[src/rtl/hotspot_locate.sv]
// hotspot_locate
//   Scans a raster-order beamforming power map and finds the peak cell. The
//   peak's grid position is converted to LCD pixel coordinates, clamped so
//   the overlay sprite stays on screen, and published only on a rising
//   edge of display VS so the overlay never tears.
//
// Ports
//   clk_pix    pixel clock
//   rst_n      asynchronous active-low reset
//   pwr_valid  power sample valid
//   pwr_ready  block accepts a sample (high in SCAN and while resyncing)
//   pwr_data   power sample (unsigned, PWR_W bits)
//   pwr_last   final sample of the map
//   disp_vs    display VS, active high, clk_pix domain
//   pix_x      hotspot centre x
//   pix_y      hotspot centre y
//   hot_valid  displayed hotspot peak reached THRESH
//   hot_pwr    peak power of the displayed hotspot
//   frame_err  one-cycle pulse when a map is discarded
//
// Build option
//   HOTSPOT_SMOOTH_EN  when defined, a valid new position is averaged with
//                      the previous valid position (round half up).
module hotspot_locate #(
  parameter int GRID_W = 16,
  parameter int GRID_H = 9,
  parameter int PWR_W  = 32,
  parameter int STEP_X = 30,
  parameter int STEP_Y = 30,
  parameter int OFF_X  = 15,
  parameter int OFF_Y  = 15,
  parameter int H_RES  = 480,
  parameter int V_RES  = 272,
  parameter int SPRITE = 49,
  parameter int THRESH = 1024
) (
  input  logic             clk_pix,
  input  logic             rst_n,
  input  logic             pwr_valid,
  output logic             pwr_ready,
  input  logic [PWR_W-1:0] pwr_data,
  input  logic             pwr_last,
  input  logic             disp_vs,
  output logic [15:0]      pix_x,
  output logic [15:0]      pix_y,
  output logic             hot_valid,
  output logic [PWR_W-1:0] hot_pwr,
  output logic             frame_err
);

  localparam int TOTAL = GRID_W * GRID_H;
  localparam int HALF  = (SPRITE - 1) / 2;
  localparam int CW    = $clog2(GRID_W);
  localparam int RW    = $clog2(GRID_H + 1);
  localparam int NW    = $clog2(TOTAL + 1);

  localparam logic [NW-1:0]    LAST_N   = NW'(TOTAL - 1);
  localparam logic [NW-1:0]    FULL_N   = NW'(TOTAL);
  localparam logic [CW-1:0]    COL_LAST = CW'(GRID_W - 1);
  localparam logic [PWR_W-1:0] THR      = PWR_W'(THRESH);

  typedef enum logic [2:0] {SCAN, DROP, MAP, PEND, COMMIT} state_t;

  state_t            state, state_nx;
  logic [NW-1:0]     cnt;
  logic [CW-1:0]     col, best_col;
  logic [RW-1:0]     row, best_row;
  logic [PWR_W-1:0]  max;
  logic [15:0]       x_new, y_new;
  logic              valid_new;
  logic              vs_d;
  logic              xfer;
  logic              vs_rise;
  logic              bad_map;

  // Grid index to clamped pixel centre.
  function automatic logic [15:0] place(input logic [15:0] idx, input int step,
                                        input int off, input int lo, input int hi);
    logic [15:0] p;
    p = 16'(off) + idx * 16'(step);
    if (p < 16'(lo)) p = 16'(lo);
    if (p > 16'(hi)) p = 16'(hi);
    return p;
  endfunction

  // Average with round half up; 17-bit sum avoids overflow.
  function automatic logic [15:0] avg(input logic [15:0] a, input logic [15:0] b);
    logic [16:0] s;
    s = {1'b0, a} + {1'b0, b} + 17'd1;
    return s[16:1];
  endfunction

  assign xfer    = pwr_valid && pwr_ready;
  assign vs_rise = disp_vs && !vs_d;
  // Early pwr_last, or a sample beyond the full map, discards the map.
  assign bad_map = (pwr_last && cnt != LAST_N) || (cnt == FULL_N);

  always_comb begin
    state_nx  = state;
    pwr_ready = 1'b0;
    case (state)
      SCAN: begin
        pwr_ready = 1'b1;
        if (xfer) begin
          if (cnt == FULL_N && !pwr_last)        state_nx = DROP;
          else if (pwr_last && cnt == LAST_N)    state_nx = MAP;
        end
      end
      DROP: begin
        pwr_ready = 1'b1;
        if (xfer && pwr_last) state_nx = SCAN;
      end
      MAP:     state_nx = PEND;
      PEND:    if (vs_rise) state_nx = COMMIT;
      COMMIT:  state_nx = SCAN;
      default: state_nx = SCAN;
    endcase
  end

  always_ff @(posedge clk_pix or negedge rst_n) begin
    if (!rst_n) begin
      state     <= SCAN;
      vs_d      <= 1'b0;
      cnt       <= '0;
      col       <= '0;
      row       <= '0;
      best_col  <= '0;
      best_row  <= '0;
      max       <= '0;
      x_new     <= '0;
      y_new     <= '0;
      valid_new <= 1'b0;
      pix_x     <= 16'(H_RES / 2);
      pix_y     <= 16'(V_RES / 2);
      hot_valid <= 1'b0;
      hot_pwr   <= '0;
      frame_err <= 1'b0;
    end else begin
      state     <= state_nx;
      vs_d      <= disp_vs;
      frame_err <= 1'b0;
      case (state)
        SCAN: begin
          if (xfer) begin
            if (bad_map) begin
              frame_err <= 1'b1;
              cnt       <= '0;
              col       <= '0;
              row       <= '0;
              max       <= '0;
            end else begin
              // First sample always loads; later ones only on strictly greater.
              if (cnt == '0 || pwr_data > max) begin
                max      <= pwr_data;
                best_col <= col;
                best_row <= row;
              end
              cnt <= cnt + 1'b1;
              if (col == COL_LAST) begin
                col <= '0;
                row <= row + 1'b1;
              end else begin
                col <= col + 1'b1;
              end
            end
          end
        end
        MAP: begin
          x_new     <= place(16'(best_col), STEP_X, OFF_X, HALF, H_RES - 1 - HALF);
          y_new     <= place(16'(best_row), STEP_Y, OFF_Y, HALF, V_RES - 1 - HALF);
          valid_new <= (max >= THR);
        end
        COMMIT: begin
`ifdef HOTSPOT_SMOOTH_EN
          if (hot_valid && valid_new) begin
            pix_x <= avg(pix_x, x_new);
            pix_y <= avg(pix_y, y_new);
          end else begin
            pix_x <= x_new;
            pix_y <= y_new;
          end
`else
          pix_x <= x_new;
          pix_y <= y_new;
`endif
          hot_pwr   <= max;
          hot_valid <= valid_new;
          cnt       <= '0;
          col       <= '0;
          row       <= '0;
          max       <= '0;
        end
        default: ;
      endcase
    end
  end

endmodule

[config.mk]
export PLATFORM = sky130hd
export DESIGN_NAME = hotspot_locate
export DESIGN_NICKNAME = d
export VERILOG_FILES = /design/src/rtl/hotspot_locate.sv
export SDC_FILE = /design/constraint.sdc
export NUM_CORES = 1
export LEC_CHECK = 0
export BUFFER_PORTS_ARGS = -buffer_cell sky130_fd_sc_hd__buf_2
export CELL_PAD_IN_SITES_DETAIL_PLACEMENT = 1
export CELL_PAD_IN_SITES_GLOBAL_PLACEMENT = 1
export CORE_MARGIN = 2
export CORE_UTILIZATION = 46
export CTS_CLUSTER_DIAMETER = 80
export DETAILED_ROUTE_END_ITERATION = 8
export PLACE_DENSITY = 0.84
export RECOVER_POWER = 100
export SETUP_SLACK_MARGIN = 0.15
export SLEW_MARGIN = 20
export SYNTH_ARGS = -nofsm -noshare
export SYNTH_HDL_FRONTEND = slang
export SYNTH_SLANG_ARGS = --single-unit
[constraint.sdc]
create_clock -name clk_pix -period 4.6 [get_ports clk_pix]
set_input_delay 0.69 -clock clk_pix [delete_from_list [all_inputs] [get_ports clk_pix]]
set_output_delay 0.69 -clock clk_pix [all_outputs]
set_load 0.005 [all_outputs]
==> qor.csv, run 1 <==
stage;metric;value;unit
clock_network;clk_lat worst skew;430;ps
yosys;Post-synth EDFFs;0;
critical_path;CP dominant cell by count;fa_1;
critical_path;critical path class;flop to flop;
placed_design;I/O Buffers;91;
critical_path;CP max stage cell;o311ai_0;
routing;vias post-DR;6091;
timing;unrepaired setup endpoints after global routing;no;
yosys;Synth Area in Compound Gates;11.1;%
yosys;Async S/R FF share, synth;100;%
routing;WL per Instance;19.0;µm
global_routing;met1 Usage GRT;27.7;%
placed_design;DP HPWL;14000;µm
routing;post-route ant nets;0;
clock_network;Max Buffers Root-to-Sink;2;
clock_network;hold_buf cts;0;
routing;first drt pass iteration count;6;
critical_path;Max stage delay on crit path;770;ps
critical_path;Setup crit end kind;flop;
die;die area;0.0183;mm²
die;area of the core;0.0167;mm²
critical_path;Startpoint Class;flop;
clock_network;Max H-tree Level;4;
routing;initial drt markers;264;
placed_design;Final GP Congestion;0.798;
clock_network;CTS sink count;135;
timing;slew margin rel.;-94.9;%
min_path;Hold WC Path Type;input port to flop;
die;initial cell density of the core;47.4;%
timing;final setup fails;0;
timing;Worst Tran Pin Value;2920;ps
global_routing;vias in the first global route;6686;
global_routing;gr busiest metal;met2;
critical_path;Crit path max-delay family;adder cells;
yosys;sequential-to-total area share from yosys stat;42.8;%
yosys;FF+latch count, synth;135;
timing;worst hold slack;391;ps
placed_design;dpl cells;1045;
timing;crit path time final;4070;ps
finish;most common cell after layout, fill and taps aside;dfrtp_1;
die;Die Y;135;µm
finish;Layout area overhead;14.9;%
finish;Final Non-Filler Cells;1078;
clock_network;CTS clock-pin slew for the worst setup and hold paths;60;ps
outcome;outcome;complete, but fails checks;
critical_path;CP Data Required Time;4930;ps
power_and_ir_drop;Peak supply drop;0.416;mV
yosys;Avg Inst Size Synth;10.5;µm²
global_routing;routing usage on met2;43.0;%
yosys;xor/xnor share of the synthesized area;1.77;%
placed_design;Post-Place Worst Slack;709;ps
die;I/O pins;104;
yosys;post-synthesis adder-cell area fraction;12.2;%
routing;final WL;20500;µm
global_routing;GRT overflow;0;
critical_path;cells along the critical path;fa_1 > fa_1 > inv_1 > fa_1 > xor2_1 > a21oi_1 > o311ai_0 > a21oi_1 > o31ai_1;
timing;Final Skew;6.92;ps
run;Max Cap Viol;2;
critical_path;crit path max fanout;8;
finish;Layout fillers;1867;
clock_network;post-CTS sizing;0;
clock_network;CTS Root Cell;clkbuf_16;
yosys;synth warn;0;
yosys;synth unique cells;67;
timing;Final Max Tran Viols;146;
timing;Final WS setup;532;ps
global_routing;total track usage;23.9;%
routing;vias per cell;5.65;
yosys;mux cell area share after synthesis;13.0;%
outcome;failing checks;max-capacitance violations, max-slew violations;
timing;Tcrit/Tclk final;88.4;%
global_routing;largest net degree at the start of global routing;105;
global_routing;initial antenna violation count;2;
power_and_ir_drop;power per cell area;749;mW/mm²
die;FP Rows;47;
yosys;largest family of logic cells by synthesized area;simple AND/OR/NAND/NOR gates;
routing;drt drc;0;
clock_network;CTS Buf Count;17;
timing;Max Freq;246;MHz
timing;Setup TNS;0;ps
finish;layout cell share with drive strength beyond 1;20.9;%
finish;Layout Nets;952;
global_routing;GR met3 Demand/Resource;5.24;%
timing;final hold vios;0;
critical_path;Worst Path Arrival;4400;ps
yosys;most common flop cell mapped by yosys;dfrtp_1;
yosys;Simple-Gate Fraction of Synth Area;13.3;%
power_and_ir_drop;Final Power;6.81;mW
finish;commonest non-fill, non-tap cells in the layout;dfrtp_1 (129), nand2_1 (75), inv_1 (62), buf_2 (62);
yosys;mapped cell area;0.00791;mm²
clock_network;# Post-CTS Setup Buffers;0;
power_and_ir_drop;P_leak;4.49;nW
critical_path;CP Buf/Inv Count;1;
die;Chip Width;135;µm
global_routing;first-pass GRT wire length;34200;µm
clock_network;CTS tree;built;
yosys;Synth Instances;754;
worst register-to-register path, stage by stage, from the launching register on:
cell and delay, ps:
dfrtp_1 490, fa_1 560, fa_1 540, inv_1 70, fa_1 470, xor2_1 530
a21oi_1 140, o311ai_0 770, a21oi_1 180, o31ai_1 210
cells in the mapped netlist (all sizes together) (4+ instances only):
master / n / area (µm²)
dfrtp: 129 / 3230
nand2: 76 / 288
inv: 62 / 233
mux2: 62 / 698
ha: 61 / 763
mux2i: 33 / 330
o21ai: 31 / 155
nor2: 26 / 97.6
a21oi: 25 / 129
clkbuf: 20 / 75.1
buf: 19 / 150
nor3: 17 / 90.1
nand3: 16 / 80.1
nor4: 12 / 75.1
xnor2: 11 / 96.3
and2: 10 / 62.6
fa: 10 / 200
nand4: 9 / 56.3
o31ai: 9 / 67.6
and3: 8 / 50.1
nand2b: 8 / 50.1
o211ai: 7 / 57.6
o21a: 7 / 52.6
a21o: 6 / 45.0
dfstp: 6 / 158
o22a: 5 / 43.8
xor2: 5 / 43.8
a211oi: 4 / 30.0
nor2b: 4 / 25.0
or2: 4 / 25.0
through the flow:
step                cell area [µm²]  utilization [%]
finish                         9090             54.4
global route                   9090             54.4
CTS                            9140             54.7
detailed placement             8540             51.1
global placement               8540             51.1
floorplan                      7950                -
sequential cells by signal (all words and copies together), names as in the netlist, 3 cells and up:
register	flops
state	3
pix_y	10
hot_pwr	32
max	32
row	4
best_row	4
col	4
cnt	8
best_col	4
y_new	10
x_new	10
pix_x	10
power breakdown:
part | switching [mW] | internal, mW | leakage, nW
Combinational | 2.32 | 1.46 | 2.41
Sequential | 0.215 | 1.39 | 1.78
Clock | 0.532 | 0.879 | 0.296
Total | 3.07 | 3.73 | 4.49
layer usage:
layer	routed length [µm]	up-vias
met1	8480	3081
met2	10600	144
met4	449	0
li1	-	2830
met3	887	36
met5	0	-
cell families (layout without fill, tap and decap cells):
kind of cell    after synthesis  after routing
simple gates                209            209
flops                       135            135
compound gates              126            126
buf+inv                     101            193
mux                          95             95
fa+ha+maj                    71             71
xor+xnor                     16             16
other cells                   1             13
final timing paths:
path,cells after the start,endpoint,slack [ps],from
worst min-delay path,1,vs_d,390,disp_vs
worst max-delay path,9,y_new[3],530,best_row[0]
max in group asynchronous,2,max[14],1590,rst_n
min in group asynchronous,1,pix_x[2],1030,rst_n
worst max register to register,9,y_new[3],530,best_row[0]
worst min register to register,2,x_new[8],490,x_new[8]
area by class of cell:
| class | count | area [µm²] | share of cell area, % |
|---|---|---|---|
| Multi-Input combinational cell | 529 | 4120 | 45.3 |
| Tap cell | 220 | 275 | 3.03 |
| Inverter | 62 | 233 | 2.56 |
| Antenna cell | 1 | 2.50 | 0.0275 |
| Clock buffer | 20 | 457 | 5.02 |
| Clock inverter | 12 | 151 | 1.67 |
| Timing Repair Buffer | 99 | 472 | 5.19 |
| Sequential cell | 135 | 3390 | 37.2 |
(Power assumes the default switching activity.)
==> inputs of run 2 (changes only) <==
--- a/config.mk
+++ b/config.mk
@@ -12,7 +12,8 @@
 export CORE_UTILIZATION = 46
 export CTS_CLUSTER_DIAMETER = 80
 export DETAILED_ROUTE_END_ITERATION = 8
-export PLACE_DENSITY = 0.84
+export GPL_ROUTABILITY_DRIVEN = 0
+export PLACE_DENSITY_LB_ADDON = 0.1
 export RECOVER_POWER = 100
 export SETUP_SLACK_MARGIN = 0.15
 export SLEW_MARGIN = 20
==> run 2 against run 1 <==
The run still ends with max-capacitance violations, max-slew violations left. Sequential share of layout area up 0.12 points. Clock power about the same. Sequential power about the same. Critical path depth unchanged. Clock-buffer cell count down 3. First-iteration DRC count down 28%. Routed wire length down 3.0%. Fmax down 1.6%. Worst hold slack better by 6.6 ps. Total power down 1.2%. Critical endpoint is now max[30]. Largest cell class unchanged.
==> qor.csv, run 2 (synthesis gave the netlist of run 1 again) <==
stage;metric;value;unit;change
die;die area;0.0183;mm²;unchanged
min_path;WHS Path Cells;1;;unchanged
global_routing;first-pass GRT wire length;32900;µm;-3.9%
timing;Tcrit/Tclk final;89.9;%;+1.4 points
power_and_ir_drop;Net Sw Power;3.03;mW;-1.3%
timing;Final WS setup;466;ps;-65.6 ps
die;area of the core;0.0167;mm²;unchanged
routing;vias per cell;5.61;;-0.64%
power_and_ir_drop;Internal;3.69;mW;-1.2%
timing;Worst Tran Pin Value;2700;ps;-218 ps
clock_network;CTS tree;built;;
timing;Final Skew;7.36;ps;+0.440 ps
routing;vias post-DR;6041;;-0.82%
routing;final WL;19900;µm;-3.0%
critical_path;Crit path depth;9;;unchanged
critical_path;Worst Path Arrival;4460;ps;+60 ps
critical_path;Reg2Reg Depth;9;;unchanged
placed_design;I/O Buffers;91;;unchanged
finish;layout cell share with drive strength beyond 1;19.6;%;-1.3 points
global_routing;largest net degree at the start of global routing;108;;+2.9%
clock_network;Max H-tree Level;4;;unchanged
clock_network;Max Buffers Root-to-Sink;2;;unchanged
clock_network;# Post-CTS Setup Buffers;0;;unchanged
global_routing;initial antenna violation count;2;;unchanged
timing;final hold vios;0;;unchanged
placed_design;DP HPWL;14400;µm;+2.9%
clock_network;CTS sink count;135;;unchanged
finish;Layout Nets;951;;-0.11%
critical_path;CP max stage cell;o211ai_2;;
critical_path;cells along the critical path;inv_1 > ha_1 > nand2_1 > or4_1 > o211ai_1 > o21ai_0 > o211ai_2 > clkbuf_1 > mux2i_1;;
routing;WL per Instance;18.4;µm;-2.8%
timing;final setup fails;0;;unchanged
clock_network;CTS clock-pin slew for the worst setup and hold paths;60;ps;about the same
timing;slew margin rel.;-80.2;%;+15 points
run;Max Cap Viol;4;;+2
critical_path;Crit path max-delay family;compound AO/OA/AOI/OAI gates;;
die;I/O pins;104;;unchanged
power_and_ir_drop;Gate power share;54.8;%;-0.8 points
critical_path;Startpoint Class;flop;;
critical_path;Max stage delay on crit path;1280;ps;+510 ps
clock_network;CTS Root Cell;clkbuf_16;;
global_routing;vias in the first global route;6558;;-1.9%
critical_path;reg2reg start;max[29];;
timing;unrepaired setup endpoints after global routing;no;;
finish;Layout area overhead;14.6;%;
finish;commonest non-fill, non-tap cells in the layout;dfrtp_1 (129), nand2_1 (75), inv_1 (62), mux2_2 (61), ha_1 (61);;
power_and_ir_drop;Flop pwr share;23.9;%;+0.3 points
die;FP Rows;47;;unchanged
timing;Final Max Tran Viols;223;;+53%
power_and_ir_drop;power per cell area;742;mW/mm²;-0.91%
critical_path;critical path class;flop to flop;;
outcome;outcome;complete, but fails checks;;
timing;Setup TNS;0;ps;unchanged
power_and_ir_drop;switching portion of total power;45.1;%;-0.049 points
routing;post-route ant nets;0;;unchanged
critical_path;Setup crit end kind;flop;;
routing;initial drt markers;189;;-28%
finish;ant diodes;0;;-1
global_routing;total track usage;22.8;%;-1.1 points
finish;biggest regs;hot_pwr x32, max x32;;
clock_network;post-CTS sizing;0;;unchanged
critical_path;CP Buf/Inv Count;2;;+1
routing;first drt pass iteration count;4;;-2
finish;most common cell after layout, fill and taps aside;dfrtp_1;;
placed_design;Area after DPL;0.00853;mm²;about the same
routing;drt drc;0;;unchanged
die;Die Y;135;µm;unchanged
clock_network;hold_buf cts;0;;unchanged
finish;Final Cell Area;0.00906;mm²;-0.33%
timing;crit path time final;4130;ps;+65.6 ps
die;Chip Width;135;µm;unchanged
global_routing;GRT overflow;0;;unchanged
clock_network;CTS Buf Count;17;;unchanged
outcome;failing checks;max-capacitance violations, max-slew violations;;
placed_design;Post-Place Worst Slack;663;ps;-46.1 ps
die;initial cell density of the core;47.4;%;unchanged
power_and_ir_drop;Peak supply drop;0.396;mV;-4.8%
min_path;Worst Hold Launch;disp_vs;;
timing;Max Freq;242;MHz;-1.6%
power_and_ir_drop;P_leak;4.46;nW;-0.64%
critical_path;CP Data Required Time;4930;ps;about the same
power_and_ir_drop;Clock power frac;21.3;%;+0.6 points
clock_network;clk_lat worst skew;420;ps;about the same
critical_path;worst setup path startpoint;max[29];;
finish;Layout fillers;1896;;+1.6%
critical_path;crit path max fanout;23;;+15
min_path;Hold WC Path Type;input port to flop;;
==> run 2: cell type report <==
cell class	instances	area, µm²	area share, %
sequential	135	3390	37.4
clock inverter	15	190	2.10
inverter	62	233	2.57
tap	220	275	3.04
timing repair buffer	98	452	4.98
multi-input combinational	529	4100	45.2
clock buffer	17	425	4.69
==> run 2: through the flow <==
step / power, mW / std cells / utilization (%) / hold WS (ps)
after CTS: 6.80 / 1076 / 54.7 / 375
after floorplan: 4.43 / 765 / - / 394
after global placement: 5.08 / 1044 / 51.1 / 455
after global routing: 7.30 / 1076 / 54.3 / 393
after detailed placement: 5.31 / 1044 / 51.1 / 466
final: 6.72 / 1076 / 54.3 / 398
==> run 2: per-layer routing <==
layer,share of wire (%),vias to the layer above,track usage (%)
met4,2.2,4,8.33
met5,0.10,-,0
met2,52,124,41.2
li1,-,2833,-
met3,4.4,33,5.09
met1,42,3047,26.4
==> run 2: power by group through the flow <==
stage / logic (mW) / clock network, mW / registers (mW)
floorplan: 2.88 / 0 / 1.55
global placement: 3.47 / 0 / 1.61
detailed placement: 3.68 / 0 / 1.63
CTS: 3.72 / 1.46 / 1.61
global route: 4.15 / 1.51 / 1.64
finish: 3.68 / 1.43 / 1.61
==> run 2: path summary, 6_finish.rpt <==
kind	to	slack, ps
hold / removal	vs_d	400
hold reg to reg	x_new[7]	470
setup reg to reg	max[30]	470
min in group asynchronous	vs_d	1100
setup / recovery	max[30]	470
max in group asynchronous	max[28]	940
==> inputs of run 3 (changes only) <==
--- a/config.mk
+++ b/config.mk
@@ -8,7 +8,7 @@
 export BUFFER_PORTS_ARGS = -buffer_cell sky130_fd_sc_hd__buf_2
 export CELL_PAD_IN_SITES_DETAIL_PLACEMENT = 1
 export CELL_PAD_IN_SITES_GLOBAL_PLACEMENT = 1
-export CORE_MARGIN = 2
+export CORE_MARGIN = 3
 export CORE_UTILIZATION = 46
 export CTS_CLUSTER_DIAMETER = 80
 export DETAILED_ROUTE_END_ITERATION = 8
==> run 3 against run 2 <==
The run still ends with max-capacitance violations, max-slew violations left. Combinational power up 1%. Clock power about the same. Utilization up 0.16 points. Fmax down 0.59%. Via count about the same. Routed wire length down 0.28%. Clock skew up 2.7 ps. Die area up 3.0%. Register-to-register slack worse by 20 ps. Cell count about the same. Setup slack worse by 25 ps. Non-clock buffer count up 1. Largest cell class unchanged.
==> qor.csv, run 3 (synthesis gave the netlist of run 1 again) <==
stage;metric;value;unit;change
critical_path;cells along the critical path;fa_1 > fa_1 > inv_1 > fa_1 > xor2_1 > nor3_1 > nand3_1 > or4_1 > and2_1 > o32a_1;;
run;Max Cap Viol;2;;-2
clock_network;hold_buf cts;0;;unchanged
critical_path;CP max stage cell;fa_1;;
clock_network;# Post-CTS Setup Buffers;0;;unchanged
routing;final WL;19800;µm;-0.28%
clock_network;Max Buffers Root-to-Sink;2;;unchanged
power_and_ir_drop;Gate power share;55.0;%;+0.2 points
power_and_ir_drop;Flop pwr share;23.7;%;-0.2 points
outcome;outcome;complete, but fails checks;;
placed_design;DP HPWL;14600;µm;+1.5%
clock_network;CTS Root Cell;clkbuf_16;;
timing;unrepaired setup endpoints after global routing;no;;
clock_network;CTS clock-pin slew for the worst setup and hold paths;60;ps;about the same
finish;ant diodes;0;;unchanged
critical_path;Startpoint Class;flop;;
global_routing;first-pass GRT wire length;33200;µm;+1.1%
die;I/O pins;104;;unchanged
critical_path;Crit path max-delay family;adder cells;;
finish;layout cell share with drive strength beyond 1;19.6;%;-0.023 points
power_and_ir_drop;Final Power;6.77;mW;+0.71%
finish;Layout Nets;952;;+0.11%
routing;vias per cell;5.61;;about the same
die;FP Rows;47;;unchanged
timing;Setup TNS;0;ps;unchanged
timing;slew margin rel.;-85.4;%;-5.2 points
die;area of the core;0.0167;mm²;unchanged
timing;crit path time final;4160;ps;+24.7 ps
clock_network;CTS tree;built;;
finish;final core occ;54.4;%;+0.16 points
critical_path;CP Buf/Inv Count;1;;-1
timing;worst hold slack;395;ps;-3.19 ps
power_and_ir_drop;Net Sw Power;3.01;mW;-0.49%
global_routing;GRT overflow;0;;unchanged
finish;most common cell after layout, fill and taps aside;dfrtp_1;;
timing;Max Freq;240;MHz;-0.59%
critical_path;Worst Path Arrival;4460;ps;about the same
die;Chip Width;137;µm;+1.5%
finish;Layout fillers;1886;;-0.53%
finish;Layout area overhead;14.9;%;
global_routing;largest net degree at the start of global routing;100;;-7.4%
clock_network;post-CTS sizing;0;;unchanged
critical_path;Max stage delay on crit path;550;ps;-730 ps
critical_path;CP dominant cell by count;fa_1;;
clock_network;Max H-tree Level;4;;unchanged
min_path;Hold WC Path Type;input port to flop;;
global_routing;total track usage;22.2;%;-0.54 points
critical_path;CP Data Required Time;4910;ps;-20 ps
finish;commonest non-fill, non-tap cells in the layout;dfrtp_1 (129), nand2_1 (75), inv_1 (62), mux2_2 (61), ha_1 (61);;
outcome;failing checks;max-capacitance violations, max-slew violations;;
clock_network;CTS sink count;135;;unchanged
die;die area;0.0188;mm²;+3.0%
timing;Tcrit/Tclk final;90.4;%;+0.54 points
timing;final setup fails;0;;unchanged
global_routing;initial antenna violation count;0;;-2
die;Die Y;137;µm;+1.5%
timing;Final Max Tran Viols;140;;-37%
critical_path;Setup crit end kind;flop;;
routing;post-route ant nets;0;;unchanged
power_and_ir_drop;power per cell area;745;mW/mm²;+0.40%
routing;first drt pass iteration count;4;;unchanged
die;initial cell density of the core;47.4;%;unchanged
placed_design;I/O Buffers;91;;unchanged
timing;Final Skew;10.1;ps;+2.75 ps
clock_network;clk_lat worst skew;420;ps;about the same
routing;vias post-DR;6046;;+0.083%
critical_path;crit path max fanout;8;;-65%
finish;Final Cell Area;0.00909;mm²;+0.30%
routing;drt drc;0;;unchanged
finish;biggest regs;hot_pwr x32, max x32;;
global_routing;vias in the first global route;6743;;+2.8%
timing;Worst Tran Pin Value;2780;ps;+76.4 ps
power_and_ir_drop;Internal;3.75;mW;+1.7%
clock_network;CTS Buf Count;17;;unchanged
routing;WL per Instance;18.4;µm;-0.37%
routing;initial drt markers;235;;+24%
timing;final hold vios;0;;unchanged
critical_path;critical path class;flop to flop;;
placed_design;Area after DPL;0.00854;mm²;about the same
power_and_ir_drop;switching portion of total power;44.5;%;-0.54 points
power_and_ir_drop;Clock power frac;21.4;%;about the same
power_and_ir_drop;P_leak;4.45;nW;-0.11%
power_and_ir_drop;Peak supply drop;0.400;mV;+0.98%
-- run 3: cell types whose count changed in the layout (fill, tap and decap cells not counted), sizes merged --
cell    before  now
clkinv       3    4
buf         61   60
clkbuf      54   59
bufinv       3    4
inv         68   63
-- run 3: per-stage QoR --
step | instances | worst slack, ps
3_3_place_gp | 1045 | 780
3_5_place_dp | 1045 | 578
4_1_cts | 1077 | 575
2_1_floorplan | 765 | 892
6_report | 1077 | 441
5_1_grt | 1077 | 229
-- run 3: area by class of cell --
type	instances	area (µm²)	area share (%)
Clock inverter	12	175	1.93
Timing Repair Buffer	99	463	5.09
Multi-Input combinational cell	529	4110	45.2
Clock buffer	20	447	4.91
Sequential cell	135	3390	37.3
Tap cell	220	275	3.03
Inverter	62	233	2.56
-- run 3: worst paths after layout --
check | from | end | slack [ps] | cells after the start
max | best_row[0] | y_new[5] | 440 | 10
min | disp_vs | vs_d | 390 | 1
max reg2reg | best_row[0] | y_new[5] | 440 | 10
min reg2reg | x_new[4] | x_new[4] | 480 | 2
max in group asynchronous | rst_n | row[2] | 1560 | 2
min in group asynchronous | rst_n | x_new[6] | 1010 | 1
-- run 3: per-layer routing --
metal | up-vias | GRT usage (%) | wire length (µm)
li1 | 2840 | - | -
met1 | 3044 | 25.9 | 8290
met2 | 123 | 40.5 | 10300
met3 | 39 | 4.45 | 776
met4 | 0 | 7.65 | 380
met5 | - | 0 | 0
-- run 3: power groups by stage --
stage	clock (mW)	sequential [mW]	combinational, mW
after detailed placement	0	1.63	3.70
after global placement	0	1.61	3.48
after CTS	1.48	1.61	3.75
final	1.45	1.60	3.72
after floorplan	0	1.55	2.88
after global routing	1.52	1.64	4.20
